==> config.mk <==
export PLATFORM = sky130hd
export DESIGN_NAME = mem_bus_arbiter
export DESIGN_NICKNAME = d
export VERILOG_FILES = /design/src/rtl/mem_bus_arbiter.sv
export SDC_FILE = /design/constraint.sdc
export NUM_CORES = 1
export LEC_CHECK = 0
export CORE_ASPECT_RATIO = 0.8
export CORE_MARGIN = 1.5
export CORE_UTILIZATION = 40
export CTS_CLUSTER_DIAMETER = 60
export DETAILED_ROUTE_END_ITERATION = 6
export PLACE_DENSITY = 0.79
export SYNTH_ARGS = -nofsm -noshare
export SYNTH_HDL_FRONTEND = slang
export SYNTH_SLANG_ARGS = --single-unit
export TNS_END_PERCENT = 30
==> constraint.sdc <==
create_clock -name clk -period 3.8 [get_ports clk]
set_input_delay 0.76 -clock clk [delete_from_list [all_inputs] [get_ports clk]]
set_output_delay 0.76 -clock clk [all_outputs]
set_load 0.02 [all_outputs]
==> src/rtl/mem_bus_arbiter.sv <==
// Two-master valid/ready arbiter and sequencer for the shared 2K x 32 RAM and 8-bit port I/O bus.
// Define MEM_ARB_M1_IO_EN to let master 1 reach I/O space; otherwise such accesses are blocked and flagged.
module mem_bus_arbiter #(
    parameter int RAM_AW = 11
) (
    input  logic              clk,
    input  logic              resetn,
    input  logic              m0_valid,
    input  logic [31:0]       m0_addr,
    input  logic [31:0]       m0_wdata,
    input  logic [3:0]        m0_wstrb,
    output logic              m0_ready,
    output logic [31:0]       m0_rdata,
    input  logic              m1_valid,
    input  logic [31:0]       m1_addr,
    input  logic [31:0]       m1_wdata,
    input  logic [3:0]        m1_wstrb,
    output logic              m1_ready,
    output logic [31:0]       m1_rdata,
    output logic [RAM_AW-1:0] ram_addr,
    output logic [31:0]       ram_wdata,
    output logic [3:0]        ram_we,
    output logic              ram_en,
    input  logic [31:0]       ram_rdata,
    output logic [7:0]        port_id,
    output logic [7:0]        out_port,
    output logic              write_strobe,
    output logic              read_strobe,
    input  logic [7:0]        in_port,
    output logic              m1_io_err
);

    typedef enum logic [1:0] {IDLE, ISSUE, DATA} state_t;

    state_t      state;
    logic        grant;
    logic        last_grant;
    logic        req_io;
    logic        req_blocked;
    logic [3:0]  req_wstrb;
    logic [31:0] m0_rdata_q;
    logic [31:0] m1_rdata_q;
    logic        m0_ram_pass;
    logic        m1_ram_pass;

    logic        sel_grant;
    logic [31:0] sel_addr;
    logic [31:0] sel_wdata;
    logic [3:0]  sel_wstrb;
    logic        sel_blocked;
    logic [31:0] issue_rdata;

    // Tie-break toward the master that was not served last.
    always_comb begin
        sel_grant = 1'b0;
        if (m0_valid && m1_valid)
            sel_grant = ~last_grant;
        else if (m1_valid)
            sel_grant = 1'b1;
        sel_addr    = sel_grant ? m1_addr  : m0_addr;
        sel_wdata   = sel_grant ? m1_wdata : m0_wdata;
        sel_wstrb   = sel_grant ? m1_wstrb : m0_wstrb;
        sel_blocked = 1'b0;
`ifndef MEM_ARB_M1_IO_EN
        sel_blocked = sel_grant && sel_addr[31];
`endif
    end

    // Upper RAM address bits alias and the byte offset is implied by wstrb.
    logic unused_addr_bits;
    assign unused_addr_bits = ^{sel_addr[30:RAM_AW+2], sel_addr[1:0]};

    assign issue_rdata = (req_io && req_wstrb == 4'd0 && !req_blocked) ? {24'd0, in_port} : 32'd0;

    // RAM read data arrives in DATA straight from the RAM's output register; the
    // select is registered and the value is captured on leaving DATA so it holds.
    assign m0_rdata = m0_ram_pass ? ram_rdata : m0_rdata_q;
    assign m1_rdata = m1_ram_pass ? ram_rdata : m1_rdata_q;

`ifdef MEM_ARB_M1_IO_EN
    assign m1_io_err = 1'b0;
`else
    logic m1_io_err_q;
    assign m1_io_err = m1_io_err_q;
`endif

    // NOTE: all sequential state uses non-blocking assignments so every register
    // samples pre-edge values and simulation matches the synthesized flops.
    always_ff @(posedge clk) begin
        if (!resetn) begin
            state        <= IDLE;
            grant        <= 1'b0;
            last_grant   <= 1'b1;
            req_io       <= 1'b0;
            req_blocked  <= 1'b0;
            req_wstrb    <= 4'd0;
            m0_ready     <= 1'b0;
            m1_ready     <= 1'b0;
            m0_rdata_q   <= 32'd0;
            m1_rdata_q   <= 32'd0;
            m0_ram_pass  <= 1'b0;
            m1_ram_pass  <= 1'b0;
            ram_addr     <= '0;
            ram_wdata    <= 32'd0;
            ram_we       <= 4'd0;
            ram_en       <= 1'b0;
            port_id      <= 8'd0;
            out_port     <= 8'd0;
            write_strobe <= 1'b0;
            read_strobe  <= 1'b0;
`ifndef MEM_ARB_M1_IO_EN
            m1_io_err_q  <= 1'b0;
`endif
        end else begin
            ram_en       <= 1'b0;
            ram_we       <= 4'd0;
            write_strobe <= 1'b0;
            read_strobe  <= 1'b0;
            case (state)
                IDLE: begin
                    if (m0_valid || m1_valid) begin
                        grant       <= sel_grant;
                        req_io      <= sel_addr[31];
                        req_blocked <= sel_blocked;
                        req_wstrb   <= sel_wstrb;
                        ram_addr    <= sel_addr[RAM_AW+1:2];
                        ram_wdata   <= sel_wdata;
                        port_id     <= sel_addr[9:2];
                        out_port    <= sel_wdata[7:0];
                        // Slave strobes are registered here so they are high during ISSUE only.
                        if (!sel_addr[31]) begin
                            ram_en <= 1'b1;
                            ram_we <= sel_wstrb;
                        end else if (!sel_blocked) begin
                            write_strobe <= sel_wstrb[0];
                            read_strobe  <= (sel_wstrb == 4'd0);
                        end
`ifndef MEM_ARB_M1_IO_EN
                        if (sel_blocked)
                            m1_io_err_q <= 1'b1;
`endif
                        state <= ISSUE;
                    end
                end
                ISSUE: begin
                    if (grant) m1_ready <= 1'b1;
                    else       m0_ready <= 1'b1;
                    if (!req_io && req_wstrb == 4'd0) begin
                        if (grant) m1_ram_pass <= 1'b1;
                        else       m0_ram_pass <= 1'b1;
                    end else if (grant) begin
                        m1_rdata_q <= issue_rdata;
                    end else begin
                        m0_rdata_q <= issue_rdata;
                    end
                    state <= DATA;
                end
                DATA: begin
                    m0_ready <= 1'b0;
                    m1_ready <= 1'b0;
                    if (m0_ram_pass) m0_rdata_q <= ram_rdata;
                    if (m1_ram_pass) m1_rdata_q <= ram_rdata;
                    m0_ram_pass <= 1'b0;
                    m1_ram_pass <= 1'b0;
                    last_grant  <= grant;
                    state       <= IDLE;
                end
                default: state <= IDLE;
            endcase
        end
    end

endmodule

* Yosys cells after proc, flatten, opt, wreduce, memory -nomap -nowiden
Cells that the tools add are included.
** Word-level totals
- ROM bits :: 0
- Word-level logic and storage cells :: 81
- Input port bits :: 180
- Memories kept :: 0
- Bits in latches :: 0
- Memory bits (writable) :: 0
- Register bits after elaboration :: 145
- Output and inout bits :: 133
** Cells by class
- Multiply operators :: 0
- Shifts and indexed selects :: 0
- Magnitude comparators :: 0
- Reduce and logical (&&, ||, !) cells :: 23
- Multiplexer cells :: 25
- Bitwise operators :: 5
- Add/subtract/negate cells :: 0
- Eq/ne operators :: 7
- Div/mod/pow operators :: 0
** Operators by type and width (count)
- two-way mux 32 bit :: 8
- one-hot mux 32 bit (2 select lines) :: 2
- AND reduction 3 bit :: 6
- != test 2 bit (second input constant) :: 5
- zero test 4 bit :: 2
- two-way mux 8 bit :: 1
- one-hot mux 1 bit (2 select lines) :: 4
- two-way mux 1 bit :: 7
- AND reduction 2 bit :: 3
- logical AND 1 bit :: 5
- NOT 1 bit :: 5
- OR reduction 5 bit :: 1
- two-way mux 4 bit :: 1
- one-hot mux 2 bit (2 select lines) :: 1
- OR reduction 4 bit :: 1
- == test 2 x 1 -> 1 bit (second input constant) :: 1
- == test 2 bit (second input constant) :: 1
- zero test 1 bit :: 2
- zero test 2 bit :: 1
- two-way mux 2 bit :: 1
- nonzero test 2 bit :: 1
- logical OR 1 bit :: 1

* Longest topological paths before layout
- Word-level depth :: 7
- Depth in mapped cells :: 8
- Depth with buffers taken out :: 5

* Worst setup path before layout
OpenSTA, ideal clock, no wires.
- Kind :: flip-flop to output port
- Start :: register m0_ram_pass
- End :: output m0_rdata[23]
- Buffers on the path :: 2
- Data arrival time :: 1.276 ns
- Cell stages (with the launch flop) :: 4
- Data required time :: 3.040 ns
- Slack :: 1.764 ns
- Path through :: dfxtp_1 clkbuf_1 clkbuf_1 mux2_2
** On the way
- Cells in the longest elaborated chain, start to end :: 1
** RTL lines
- start, declared :: RTL line 43 : logic m0_ram_pass;
- start signal, assigned :: RTL line 101 : m0_ram_pass <= 1'b0;
- start signal, assigned :: RTL line 150 : else m0_ram_pass <= 1'b1;
- start signal, assigned :: RTL line 163 : m0_ram_pass <= 1'b0;
- two-way mux 32 bit
- end, declared :: RTL line 13 : output logic [31:0] m0_rdata,
Every way passes these cells.

* Worst setup path after layout
- Start :: register m1_ram_pass
- End :: output m1_rdata[16]
** On the way
- Cells in the longest elaborated chain, start to end :: 1
** RTL lines
- start, declared :: RTL line 44 : logic m1_ram_pass;
- start signal, assigned :: RTL line 102 : m1_ram_pass <= 1'b0;
- start signal, assigned :: RTL line 149 : if (grant) m1_ram_pass <= 1'b1;
- start signal, assigned :: RTL line 164 : m1_ram_pass <= 1'b0;
- two-way mux 32 bit
- end, declared :: RTL line 19 : output logic [31:0] m1_rdata,
Every way passes these cells.

==> results.json <==
{
  "status": "finished clean",
  "numPortBuffers": 272,
  "worstSetupStartpointType": "flip-flop",
  "power_density_nw_per_um2": 469,
  "critPathArrivalTime_ns": 2.35,
  "nNetsFinal": 1123,
  "cts_made_buffers": 17,
  "switchingPower_uw": 1400,
  "path_class": "reg -> out",
  "swShare_pct": 30.0,
  "hold_path_depth": 2,
  "synth_edf_count": 0,
  "netlist.area_leader.share_pct": 38.9,
  "fmax_ghz": 0.321,
  "internal_power_uw": 3270,
  "grt_pass1_vias": 6094,
  "hold_class": "reg -> reg",
  "multi_input_area_um2": 3660,
  "num_rows": 41,
  "ctsResizeCount": 0,
  "htreeDepth": 4,
  "grt_remaining_overflow": 0,
  "cap_violations": 0,
  "rrSetupSlack_ns": 1.45,
  "r2r_cells": 5,
  "cp_num_cells": 3,
  "setup_tns_ns": 0,
  "crit_fanout": 18,
  "die_area_um2": 17400,
  "num_vias": 6128,
  "ioPinCount": 313,
  "synth_top_area_cell": "dfxtp_1",
  "required_ns": 3.04,
  "critPathTopFamily": "buffers and inverters",
  "synth-main-ff-cell": "dfxtp_1",
  "place_area_um2": 9350,
  "ys_warn_count": 0,
  "fin_area_um2": 9970,
  "pwr-share-comb_pct": 30.2,
  "clk_pin_slew_ns": 0.05,
  "cpPeakStageDelay_ns": 0.63,
  "synth_common_cells": "dfxtp_1, nand2_1, mux2i_1, mux2_2, a21oi_1",
  "drtAntennaViolNets": 0,
  "die_w_um": 147,
  "path_buf_inv": 2,
  "p_total_uw": 4670,
  "fin_util_pct": 62.3,
  "gp_congestion": 0.806,
  "finalSetupViolCount": 0,
  "fin_crit_ns": 3.11,
  "post_cts_buffers": 0,
  "synth_area_per_cell_um2": 9.26,
  "fillers": 1353,
  "tightestPinTransition_ns": 0.971,
  "start_util_pct": 41.4,
  "yosys.cell_types.count": 45,
  "cts_tree": "yes",
  "r2r-start": "state[1]",
  "r2r_end": "m0_rdata_q[20]",
  "min_to": "m1_rdata_q[9]",
  "clockPowerShare_pct": 36.5,
  "sequentialPowerShare_pct": 33.3,
  "drt_wl_total_um": 19900,
  "yosysMostFrequentCell": "dfxtp_1",
  "period_share_pct": 81.9,
  "cts.sinks": 129,
  "netlist_area_um2": 6630,
  "ctsLongestPathBuffers": 2,
  "synth_area_leaders": "dfxtp_1, mux2i_1, mux2_2",
  "hpwl_um": 13500,
  "vias_per_cell": 5.24,
  "hold_viol": 0,
  "syn_inst": 716,
  "cts_root_buf": "clkbuf_16",
  "grt_max_degree": 82,
  "seq_area_um2": 2580,
  "ctsHoldBuffers": 0,
  "seq_area_frac_synth_pct": 38.9,
  "areaGrowthSynthToFinish_pct": 50.3,
  "slowest_stage": "dfxtp_2",
  "hold_start": "m1_rdata_q[9]",
  "synthArstFlopShare_pct": 0,
  "worstSetupEndpointType": "output port",
  "slew_headroom_pct": 35.2,
  "die_h_um": 118,
  "grt_util_all_layers_pct": 22.8,
  "cp_cell_sequence": "buf_4 > mux2_2 > clkdlybuf4s50_1",
  "worstSkewPairLatency_ns": 0.42,
  "rsz0062_at_grt": "false",
  "fin_skew_ns": 0.00721,
  "core_area_um2": 16000,
  "antenna_found_initial": 1,
  "drc_errors": 0,
  "p_leak_uw": 0.00369,
  "peakVddDrop_mv": 0.310,
  "first_iter_violations": 369,
  "synth_fp_nets": 899,
  "maxSlewViolCount": 0,
  "wl_per_cell_um": 17.0,
  "grt_pass1_wl_um": 31800,
  "synth_seq_cells": 129,
  "drive_above_1_share_pct": 12.9,
  "drtPass1Iterations": 4
}
==> kinds of logic (layout without fill, tap and decap cells) <==
kind of cell,count (synthesis),in the layout,synth area share [%]
other,0,1,0
and+or+nand+nor,176,176,13.6
DFF,129,129,38.9
buffers and inverters,84,321,6.26
muxes,163,163,25.8
AOI/OAI and AO/OA,161,161,14.8
adders and majority gates,3,3,0.566
==> stage by stage <==
stage	std cells	worst slack (ns)	hold WS, ns
global route	1169	0.593	0.468
detailed placement	1136	0.978	0.447
global placement	1136	0.968	0.439
CTS	1168	0.655	0.457
finish	1169	0.688	0.456
floorplan	716	1.76	0.432
==> layout by cell type, fill, tap and decap left out, types with 2 or more instances in the layout <==
cell type	n
clkbuf_16	17
nor2_1	14
a31oi_1	2
nor3b_1	21
nand2b_1	2
clkdlybuf4s50_1	271
mux2_2	65
nor4bb_1	9
nand2_1	102
o21ai_0	49
clkinv_2	5
clkbuf_1	3
a22oi_1	17
a21boi_0	8
nand3b_1	5
a21oi_1	58
inv_1	3
dfxtp_1	128
or3b_2	4
a2111oi_0	12
bufinv_16	4
buf_4	13
or2_2	2
ha_1	3
or3_1	4
o2111ai_1	4
mux2i_1	98
nor3_1	4
nor2b_1	2
nor4b_1	2
or4_1	2
==> power groups by stage <==
stage / clock, uW / combinational (uW) / sequential [uW]
2_1_floorplan: 0 / 761 / 1630
3_3_place_gp: 0 / 1390 / 1580
3_5_place_dp: 0 / 1400 / 1580
4_1_cts: 1740 / 1410 / 1560
5_1_grt: 1800 / 1500 / 1570
6_report: 1710 / 1410 / 1560
==> routing by layer <==
layer	share of wire, %	vias up	track usage [%]
met4	1.5	0	8.06
met2	46	211	37.0
met1	45	2868	28.9
met3	7.3	23	6.64
met5	0	-	0
li1	-	3026	-
==> worst min-delay path: stages, from the launching register on <==
cell     delay [ns]
dfxtp_1        0.30
nand2_1        0.05
mux2i_1        0.05
==> area by class of cell <==
| cell class | count | area share, % |
|---|---|---|
| multi-input combinational | 503 | 36.7 |
| timing repair buffer | 285 | 28.4 |
| sequential | 129 | 25.9 |
| clock inverter | 11 | 1.62 |
| antenna | 1 | 0.0251 |
| tap | 215 | 2.70 |
| inverter | 4 | 0.151 |
| clock buffer | 21 | 4.52 |
==> worst max-delay path by stage <==
| stage | from | slack, ns | end |
|---|---|---|---|
| floorplan | m0_ram_pass | 1.76 | m0_rdata[23] |
| global placement | ram_rdata[29] | 0.97 | m1_rdata[29] |
| detailed placement | ram_rdata[29] | 0.98 | m1_rdata[29] |
| CTS | m1_ram_pass | 0.66 | m1_rdata[16] |
| global route | m1_ram_pass | 0.59 | m1_rdata[3] |
| finish | m1_ram_pass | 0.69 | m1_rdata[16] |
==> registers in the layout, indices dropped and copies added, names as in the netlist, 2 cells and up <==
signal,flops
ram_wdata,32
req_wstrb,4
m0_rdata_q,32
ram_addr,11
ram_we,4
m1_rdata_q,32
state,2
Note: power is estimated with default switching activity, not from simulation.
